`config.mk`:
```
export PLATFORM = sky130hd
export DESIGN_NAME = mac_result_drain_flat
export DESIGN_NICKNAME = d
export VERILOG_FILES = /design/src/rtl/mac_result_drain_if.sv /design/src/rtl/mac_result_drain.sv /design/src/flat_wrapper.sv
export SDC_FILE = /design/constraint.sdc
export NUM_CORES = 1
export LEC_CHECK = 0
export CAP_MARGIN = 20
export CELL_PAD_IN_SITES_DETAIL_PLACEMENT = 1
export CELL_PAD_IN_SITES_GLOBAL_PLACEMENT = 1
export CORE_MARGIN = 5
export CORE_UTILIZATION = 52
export DETAILED_ROUTE_END_ITERATION = 7
export PLACE_DENSITY_LB_ADDON = 0.1
export SETUP_SLACK_MARGIN = 0.1
export SLEW_MARGIN = 30
export SYNTH_ARGS = -nofsm -noshare
export SYNTH_HDL_FRONTEND = slang
export SYNTH_SLANG_ARGS = --single-unit
```
`constraint.sdc`:
```
create_clock -name clk -period 5.3 [get_ports clk]
set_clock_uncertainty 0.15 [all_clocks]
set_input_delay 1.59 -clock clk [delete_from_list [all_inputs] [get_ports clk]]
set_output_delay 1.59 -clock clk [all_outputs]
set_load 0.005 [all_outputs]
```
`src/rtl/mac_result_drain_if.sv`:
```
// Output handshake between the result drain and the output writer.
interface mac_result_drain_if #(
  parameter int OUT_WIDTH = 16
);
  logic [OUT_WIDTH-1:0] out_data;
  logic                 out_valid;
  logic                 out_ready;

  modport master (output out_data, output out_valid, input out_ready);
  modport slave  (input out_data, input out_valid, output out_ready);
endinterface

```
`src/rtl/mac_result_drain.sv`:
```
// Snapshots a free-running MAC accumulator at window boundaries and queues
// the scaled, saturated per-window sums behind a valid/ready handshake.
module mac_result_drain #(
  parameter int IMG_WIDTH   = 16,
  parameter int KER_WIDTH   = 16,
  parameter int OUT_WIDTH   = 16,
  parameter int MAC_LATENCY = 5,
  parameter int FIFO_DEPTH  = 4
) (
  input  logic                           clk,
  input  logic                           rst,
  input  logic                           val,
  input  logic                           last,
  input  logic [4:0]                     cfg_shift,
  input  logic [IMG_WIDTH+KER_WIDTH:0]   result,
  mac_result_drain_if.master             drain,
  output logic                           overflow
);
  localparam int ACC_W = IMG_WIDTH + KER_WIDTH + 1;
  localparam int AW    = $clog2(FIFO_DEPTH);
  localparam int CW    = AW + 1;
  localparam logic [CW-1:0] FULL = CW'(FIFO_DEPTH);
  localparam logic signed [ACC_W-1:0] SAT_MAX = ACC_W'((2 ** (OUT_WIDTH - 1)) - 1);
  localparam logic signed [ACC_W-1:0] SAT_MIN = ~SAT_MAX;

  // Window markers travel alongside the MAC pipeline; no stall.
  logic       dl_mark  [MAC_LATENCY];
  logic [4:0] dl_shift [MAC_LATENCY];

  always_ff @(posedge clk) begin
    if (rst) begin
      for (int unsigned i = 0; i < MAC_LATENCY; i++) begin
        dl_mark[i]  <= 1'b0;
        dl_shift[i] <= '0;
      end
    end else begin
      dl_mark[0]  <= val & last;
      dl_shift[0] <= cfg_shift;
      for (int unsigned i = 1; i < MAC_LATENCY; i++) begin
        dl_mark[i]  <= dl_mark[i-1];
        dl_shift[i] <= dl_shift[i-1];
      end
    end
  end

  logic             cap_v;
  logic [ACC_W-1:0] prev;
  logic [ACC_W-1:0] delta;
  logic [4:0]       cap_shift;

  // Modular difference keeps window sums correct across accumulator wrap.
  always_ff @(posedge clk) begin
    if (rst) begin
      cap_v     <= 1'b0;
      prev      <= '0;
      delta     <= '0;
      cap_shift <= '0;
    end else begin
      cap_v <= dl_mark[MAC_LATENCY-1];
      if (dl_mark[MAC_LATENCY-1]) begin
        delta     <= result - prev;
        prev      <= result;
        cap_shift <= dl_shift[MAC_LATENCY-1];
      end
    end
  end

  logic signed [ACC_W-1:0] shifted;
  logic [OUT_WIDTH-1:0]    sat;

  always_comb begin
    shifted = $signed(delta) >>> cap_shift;
    if (shifted > SAT_MAX)      sat = SAT_MAX[OUT_WIDTH-1:0];
    else if (shifted < SAT_MIN) sat = SAT_MIN[OUT_WIDTH-1:0];
    else                        sat = shifted[OUT_WIDTH-1:0];
  end

  logic                 wr_req;
  logic [OUT_WIDTH-1:0] wr_data;

  always_ff @(posedge clk) begin
    if (rst) begin
      wr_req  <= 1'b0;
      wr_data <= '0;
    end else begin
      wr_req  <= cap_v;
      wr_data <= sat;
    end
  end

  logic [OUT_WIDTH-1:0] mem [FIFO_DEPTH];
  logic [AW-1:0]        rd_ptr, wr_ptr, rd_next;
  logic [CW-1:0]        count, remain, count_next;
  logic                 rd, wr, drop;

  always_comb begin
    rd         = drain.out_valid & drain.out_ready;
    wr         = wr_req & ((count != FULL) | rd);
    drop       = wr_req & ~wr;
    rd_next    = rd_ptr + AW'(rd);
    remain     = count - CW'(rd);
    count_next = remain + CW'(wr);
  end

  always_ff @(posedge clk) begin
    if (wr) mem[wr_ptr] <= wr_data;
  end

  // Head register is loaded from the post-update queue so out_data is valid with out_valid.
  always_ff @(posedge clk) begin
    if (rst) begin
      rd_ptr          <= '0;
      wr_ptr          <= '0;
      count           <= '0;
      drain.out_valid <= 1'b0;
      drain.out_data  <= '0;
      overflow        <= 1'b0;
    end else begin
      rd_ptr          <= rd_next;
      if (wr) wr_ptr  <= wr_ptr + AW'(1);
      count           <= count_next;
      drain.out_valid <= count_next != '0;
      drain.out_data  <= (remain == '0) ? wr_data : mem[rd_next];
      if (drop) overflow <= 1'b1;
    end
  end
endmodule

```
`src/flat_wrapper.sv`:
```
// flat-port wrapper written by rule: the top's interface ports become plain ports
module mac_result_drain_flat 
#(
  parameter int IMG_WIDTH   = 16,
  parameter int KER_WIDTH   = 16,
  parameter int OUT_WIDTH   = 16,
  parameter int MAC_LATENCY = 5,
  parameter int FIFO_DEPTH  = 4
)
  (clk, rst, val, last, cfg_shift, result, overflow, drain_out_data, drain_out_valid, drain_out_ready);
  mac_result_drain_if #(.OUT_WIDTH(OUT_WIDTH)) drain_i ();
  input  logic clk;
  input  logic rst;
  input  logic val;
  input  logic last;
  input  logic [4:0] cfg_shift;
  input  logic [IMG_WIDTH+KER_WIDTH:0] result;
  output logic overflow;
  output wire logic [$bits(drain_i.out_data)-1:0] drain_out_data;
  output wire logic [$bits(drain_i.out_valid)-1:0] drain_out_valid;
  input wire logic [$bits(drain_i.out_ready)-1:0] drain_out_ready;
  assign drain_out_data = drain_i.out_data;
  assign drain_out_valid = drain_i.out_valid;
  assign drain_i.out_ready = drain_out_ready;
  mac_result_drain #(.IMG_WIDTH(IMG_WIDTH), .KER_WIDTH(KER_WIDTH), .OUT_WIDTH(OUT_WIDTH), .MAC_LATENCY(MAC_LATENCY), .FIFO_DEPTH(FIFO_DEPTH)) u_core (.clk(clk), .rst(rst), .val(val), .last(last), .cfg_shift(cfg_shift), .result(result), .drain(drain_i), .overflow(overflow));
endmodule
```
Yosys cells after proc, flatten, opt, wreduce, memory -nomap -nowiden --
Memory sizes are Yosys's and may differ from the RTL's. A register that Yosys moved wholly into a read port is not among the register bits. Index checks and enable logic that the tools add are counted. Widths: inputs -> output; s select.
Storage, ports and cells: bits in registers 109, memory bits (writable) 94, bits of input ports 43, word-level logic and storage cells 61, memories 3
Memory list:
- u_core.mem | depth 4, bits a word 16, read ports 1, clocked after memory_dff 0, write ports 1, line mac_result_drain.sv:91 | logic [OUT_WIDTH-1:0] mem [FIFO_DEPTH];
- u_core.dl_shift | depth 5, bits a word 5, read ports 5, clocked after memory_dff 1, write ports 5, line mac_result_drain.sv:28 | logic [4:0] dl_shift [MAC_LATENCY];
- u_core.dl_mark | depth 5, bits a word 1, read ports 5, clocked after memory_dff 0, write ports 5, line mac_result_drain.sv:27 | logic dl_mark [MAC_LATENCY];
Cells by class: $add $sub $neg 5, order comparisons 2, equality and inequality tests 1, shifts and indexed selects 1, muxes and demuxes 18, bitwise operators 16, reductions and logical operators 3
Operator list (number):
- $gt 33x16->1 const B | 1
- $lt 33x16->1 const B | 1
- $sshr 33x5->33 | 1
- $sub 33x33->33 | 1
- $mux 16 | 2
- $mux 5 | 5
- $mux 15 | 1
- $or 1x1->1 | 11
- $mux 1 | 10
- $and 1x1->1 | 4
- $add 3x1->3 | 1
- $logic_not 3->1 | 1
- $ne 3x3->1 const B | 1
- $reduce_bool 3->1 | 1
- $sub 3x1->3 | 1
- $add 2x1->2 | 1
- $add 2x1->2 const B | 1
- $reduce_or 2->1 | 1
- $not 1->1 | 1

Logic depth before layout (Yosys ltp) --
word-level depth 5, mapped depth 11

Least setup slack after synthesis --
Ideal clock, no wire load.
path kind input to register, start input port drain_out_ready, end register u_core.drain.out_data[11], setup time 128 ps, data arrival time 3641 ps, setup slack 1381 ps, stages on the path 8, buffers on the path 2, path through nand2_1 inv_1 ha_1 clkbuf_1 buf_1 mux4_2 mux2i_1 nor2_1
Between the ends: word-level cells in the longest chain between the ends 4, elaborated cells between the ends (all ways) 6, classes of those cells add/sub (2); mux (1); bitwise (1); reduce/logical (1); memory (1)
RTL lines:
- from (decl) | line flat_wrapper.sv:21 | input wire logic [$bits(drain_i.out_ready)-1:0] drain_out_ready;
- $and 1x1->1 | line mac_result_drain.sv:97 | rd = drain.out_valid & drain.out_ready;
- $add 2x1->2 | line mac_result_drain.sv:100 | rd_next = rd_ptr + AW'(rd);
- via u_core.rd_next[0] | line mac_result_drain.sv:92 | logic [AW-1:0] rd_ptr, wr_ptr, rd_next;
- $mem_v2 4x16
- $mux 16 | line mac_result_drain.sv:123 | drain.out_data <= (remain == '0) ? wr_data : mem[rd_next];
- to (signal assigned) | line mac_result_drain.sv:123
- to (decl) | line mac_result_drain_if.sv:9 | modport master (output out_data, output out_valid, input out_ready);
The timed path passes the listed nets, and every way through them passes these cells. A chain may end at the register's enable or synchronous reset.

Final worst setup path --
start input port result[0], end register u_core.delta[32]
Between the ends: word-level cells in the longest chain between the ends 1
RTL lines:
- from (decl) | line flat_wrapper.sv:17 | input logic [IMG_WIDTH+KER_WIDTH:0] result;
- $sub 33x33->33 | line mac_result_drain.sv:61 | delta <= result - prev;
- to (signal assigned) | line mac_result_drain.sv:61
- to (decl) | line mac_result_drain.sv:48 | logic [ACC_W-1:0] delta;
No other way between the ends.

==> impl_metrics.py <==
metrics = {
    "outcome": {
        "outcome": "finished clean",
    },
    "worst_setup_path": {
        "slowest_delay_ns": 0.47,
        "worst_setup_path_end_kind": "flip-flop",
        "worstPathArrival_ns": 4.68,
        "r2r_start": "u_core.cap_shift[0]",
        "cp_max_fo": 5,
        "crit_chain": "clkdlybuf4s50_1 -> inv_1 -> ha_1 -> fa_1 -> nor2b_1 -> o31a_1 -> a21oi_1 -> a211oi_1 -> o21ai_0 -> o31ai_1 -> o2111ai_1 -> o211ai_1",
        "crit_required_ns": 5.59,
        "r2r-end": "u_core.wr_data[14]",
        "start_kind": "input port",
        "reg2reg_slack_ns": 1.85,
        "r2r_cells": 8,
        "path_class": "input port to flip-flop",
        "slowest_stage": "clkdlybuf4s50_1",
    },
    "min_path": {
        "min_delay_path_depth": 1,
        "holdPathEnd": "u_core.dl_shift[4][0]",
        "hold_path.startpoint": "u_core.dl_shift[3][0]",
        "min_path_type": "flip-flop to flip-flop",
    },
    "synthesis": {
        "synth_cell_types": 69,
        "syn_area_per_cell_um2": 10.6,
        "yosys_warnings": 0,
        "yosysSeqAreaShare_pct": 44.2,
        "ys_ff_latch": 208,
        "netlist_area_um2": 10900,
        "async_reset_ff_share_pct": 0,
        "synth-edff-count": 64,
        "synth_nets": 1115,
        "synth_ff_type": "dfxtp_1",
        "synthCells": 1030,
    },
    "route": {
        "wl_per_cell_um": 18.1,
        "first_iter_violations": 418,
        "viasPerCell": 5.68,
        "num_vias": 7700,
        "drc": 0,
        "drtPass1Iterations": 4,
        "wl_um": 24600,
        "antenna_left": 0,
    },
    "sta": {
        "rsz0062_at_grt": "no",
        "tightestPinTransition_ns": 0.956,
        "drv_slew": 0,
        "fin_crit_ns": 4.39,
        "fin_setup_tns_ns": 0,
        "whs_ns": 0.282,
        "finalHoldViolations": 0,
        "setup_viol": 0,
        "relSlewSlack_pct": 36.2,
        "fin_crit_sh_pct": 82.9,
        "fmax_mhz": 228,
    },
    "global_routing": {
        "grt_use_total_pct": 20.5,
        "grt_pass1_wl_um": 40700,
        "antenna_found_initial": 0,
        "overflow": 0,
        "grt_pass1_vias": 8058,
        "grt_max_degree": 55,
    },
    "layout": {
        "fin_cells": 1355,
        "syn_to_final_growth_pct": 13.9,
        "final_nets": 1152,
        "post-route-cell-area_um2": 12400,
        "layout-drive-gt1-share_pct": 11.9,
        "final_cell_mix": "dfxtp_1 (142), nor2_1 (136), mux2i_1 (88)",
        "utilization_pct": 60.6,
        "n_antenna_cell": 0,
        "mostFrequentLayoutCell": "dfxtp_1",
    },
    "power_and_ir_drop": {
        "swShare_pct": 24.5,
        "powerDensity_nw_per_um2": 336,
        "netSwitchingPower_mw": 1.02,
        "irDropWorstVdd_v": 0.000256,
        "p_int_mw": 3.14,
        "combPwrFrac_pct": 16.3,
        "leakage_nw": 4.41,
        "p_clk_share_pct": 42.1,
        "seq_power_share_pct": 41.6,
    },
    "floorplan": {
        "dieArea_um2": 23900,
        "die_w_um": 155,
        "initial_utilization_pct": 53.2,
        "core_region_area_um2": 20400,
        "dieHeight_um": 155,
        "rows": 52,
        "boundaryPins": 61,
    },
    "cts": {
        "cts_sinks": 208,
        "cts-buffers-inserted": 24,
        "cts-root-buf": "clkbuf_16",
        "ctsResizeCount": 0,
        "post_cts_buffers": 0,
        "clock_latency_ns": 0.52,
        "htreeDepth": 1,
        "cts.hold.buffers_added": 0,
        "clk_path_buf_depth": 3,
        "path_clk_slew_ns": 0.06,
        "cts_tree": "built",
    },
    "place": {
        "dp_cells": 1311,
        "port_buffers": 60,
        "dp_hpwl_um": 17200,
        "globalplace.congestion": 0.907,
        "placed_cell_area_um2": 11500,
    },
    "job": {
        "drv_cap": 0,
    },
}
==> cells by family (layout without fill, tap and decap cells) <==
logic type / Yosys count / count (layout) / share of synthesized area [%]
compound gates: 196 / 196 / 11.8
fa+ha+maj: 42 / 42 / 4.90
buf+inv: 113 / 168 / 5.12
mux: 153 / 153 / 19.6
simple gates: 295 / 295 / 12.6
xor+xnor: 23 / 23 / 1.85
flops: 208 / 208 / 44.2
==> worst max-delay path, delay by kind of cell <==
kind                     cells  cell delay [ns]
adder cells (fa/ha/maj)      2             0.64
AND/OR/NAND/NOR              1             0.17
buffers and inverters        2             0.52
AO/OA/AOI/OAI                7             1.75
==> layout make-up <==
type	count	area, um^2
clock buffers	27	622
clock inverters	17	230
fillers	2228	8040
inverters	54	203
multi-input cells	709	5510
flip-flops and latches	208	4810
well taps	270	338
repair buffers	70	673
==> worst max path at each step <==
stage                               start                        end  slack (ns)
final                           result[0]           u_core.delta[32]        0.91
after global placement          result[0]           u_core.delta[32]        0.47
after global routing            result[0]           u_core.delta[32]        0.63
after CTS                       result[0]           u_core.delta[32]        0.88
after detailed placement        result[0]           u_core.delta[32]        0.36
after floorplan           drain_out_ready  u_core.drain.out_data[11]        1.38
==> synth_stat cells, drive strengths merged (2+ instances only) <==
cell type | number | area, um^2
xnor2 | 18 | 158
clkbuf | 30 | 113
nor4 | 6 | 37.5
and2 | 7 | 43.8
nor2b | 41 | 257
o211ai | 6 | 45.0
a311oi | 2 | 17.5
edfxtp | 64 | 1920
mux4 | 41 | 950
a31oi | 11 | 68.8
nand3b | 2 | 15.0
and3 | 3 | 18.8
a31o | 2 | 17.5
o21ai | 49 | 283
o22ai | 3 | 18.8
inv | 53 | 199
nand3 | 14 | 70.1
o2111ai | 2 | 17.5
o31a | 3 | 26.3
mux2i | 90 | 926
nand2 | 47 | 176
o21a | 9 | 67.6
a21oi | 52 | 268
dfxtp | 144 | 2880
a21boi | 2 | 15.0
a311o | 2 | 20.0
and4 | 2 | 17.5
a221o | 2 | 20.0
ha | 41 | 513
or4 | 2 | 15.0
mux2 | 22 | 251
a211oi | 19 | 143
nand2b | 8 | 50.1
nor3 | 17 | 85.1
o31ai | 6 | 45.0
nand4 | 4 | 25.0
nor2 | 136 | 510
xor2 | 5 | 43.8
a21o | 18 | 135
buf | 29 | 241
==> stage by stage <==
stage               setup slack, ns  total power [mW]
floorplan                      1.38              2.21
global placement              0.465              2.42
detailed placement            0.363              2.45
CTS                           0.879              4.22
global route                  0.630              4.36
finish                        0.907              4.16
==> power groups by stage <==
stage                     Clock [mW]  Combinational (mW)  Sequential (mW)
after global placement             0               0.660             1.76
final                           1.75               0.679             1.73
after global routing            1.88               0.738             1.74
after detailed placement           0               0.680             1.77
after CTS                       1.79               0.689             1.73
after floorplan                    0               0.446             1.76
==> registers in the layout, summed over array words and instances, names as in the netlist <==
signal / cells
u_core.mem: 64
u_core.delta: 33
u_core.prev: 33
u_core.dl_shift: 25
u_core.drain.out_data: 16
u_core.wr_data: 16
u_core.cap_shift: 5
u_core.dl_mark: 5
u_core.count: 3
u_core.rd_ptr: 2
u_core.wr_ptr: 2
u_core.cap_v: 1
u_core.drain.out_valid: 1
u_core.overflow: 1
u_core.wr_req: 1
==> per-layer routing <==
layer | vias up | routed length [um] | global-route usage [%]
met2 | 108 | 11900 | 35.3
li1 | 3793 | - | -
met1 | 3757 | 11400 | 27.7
met4 | 0 | 588 | 5.26
met5 | - | 0 | 0
met3 | 42 | 737 | 2.60
Power figures use the tool's default switching activity.
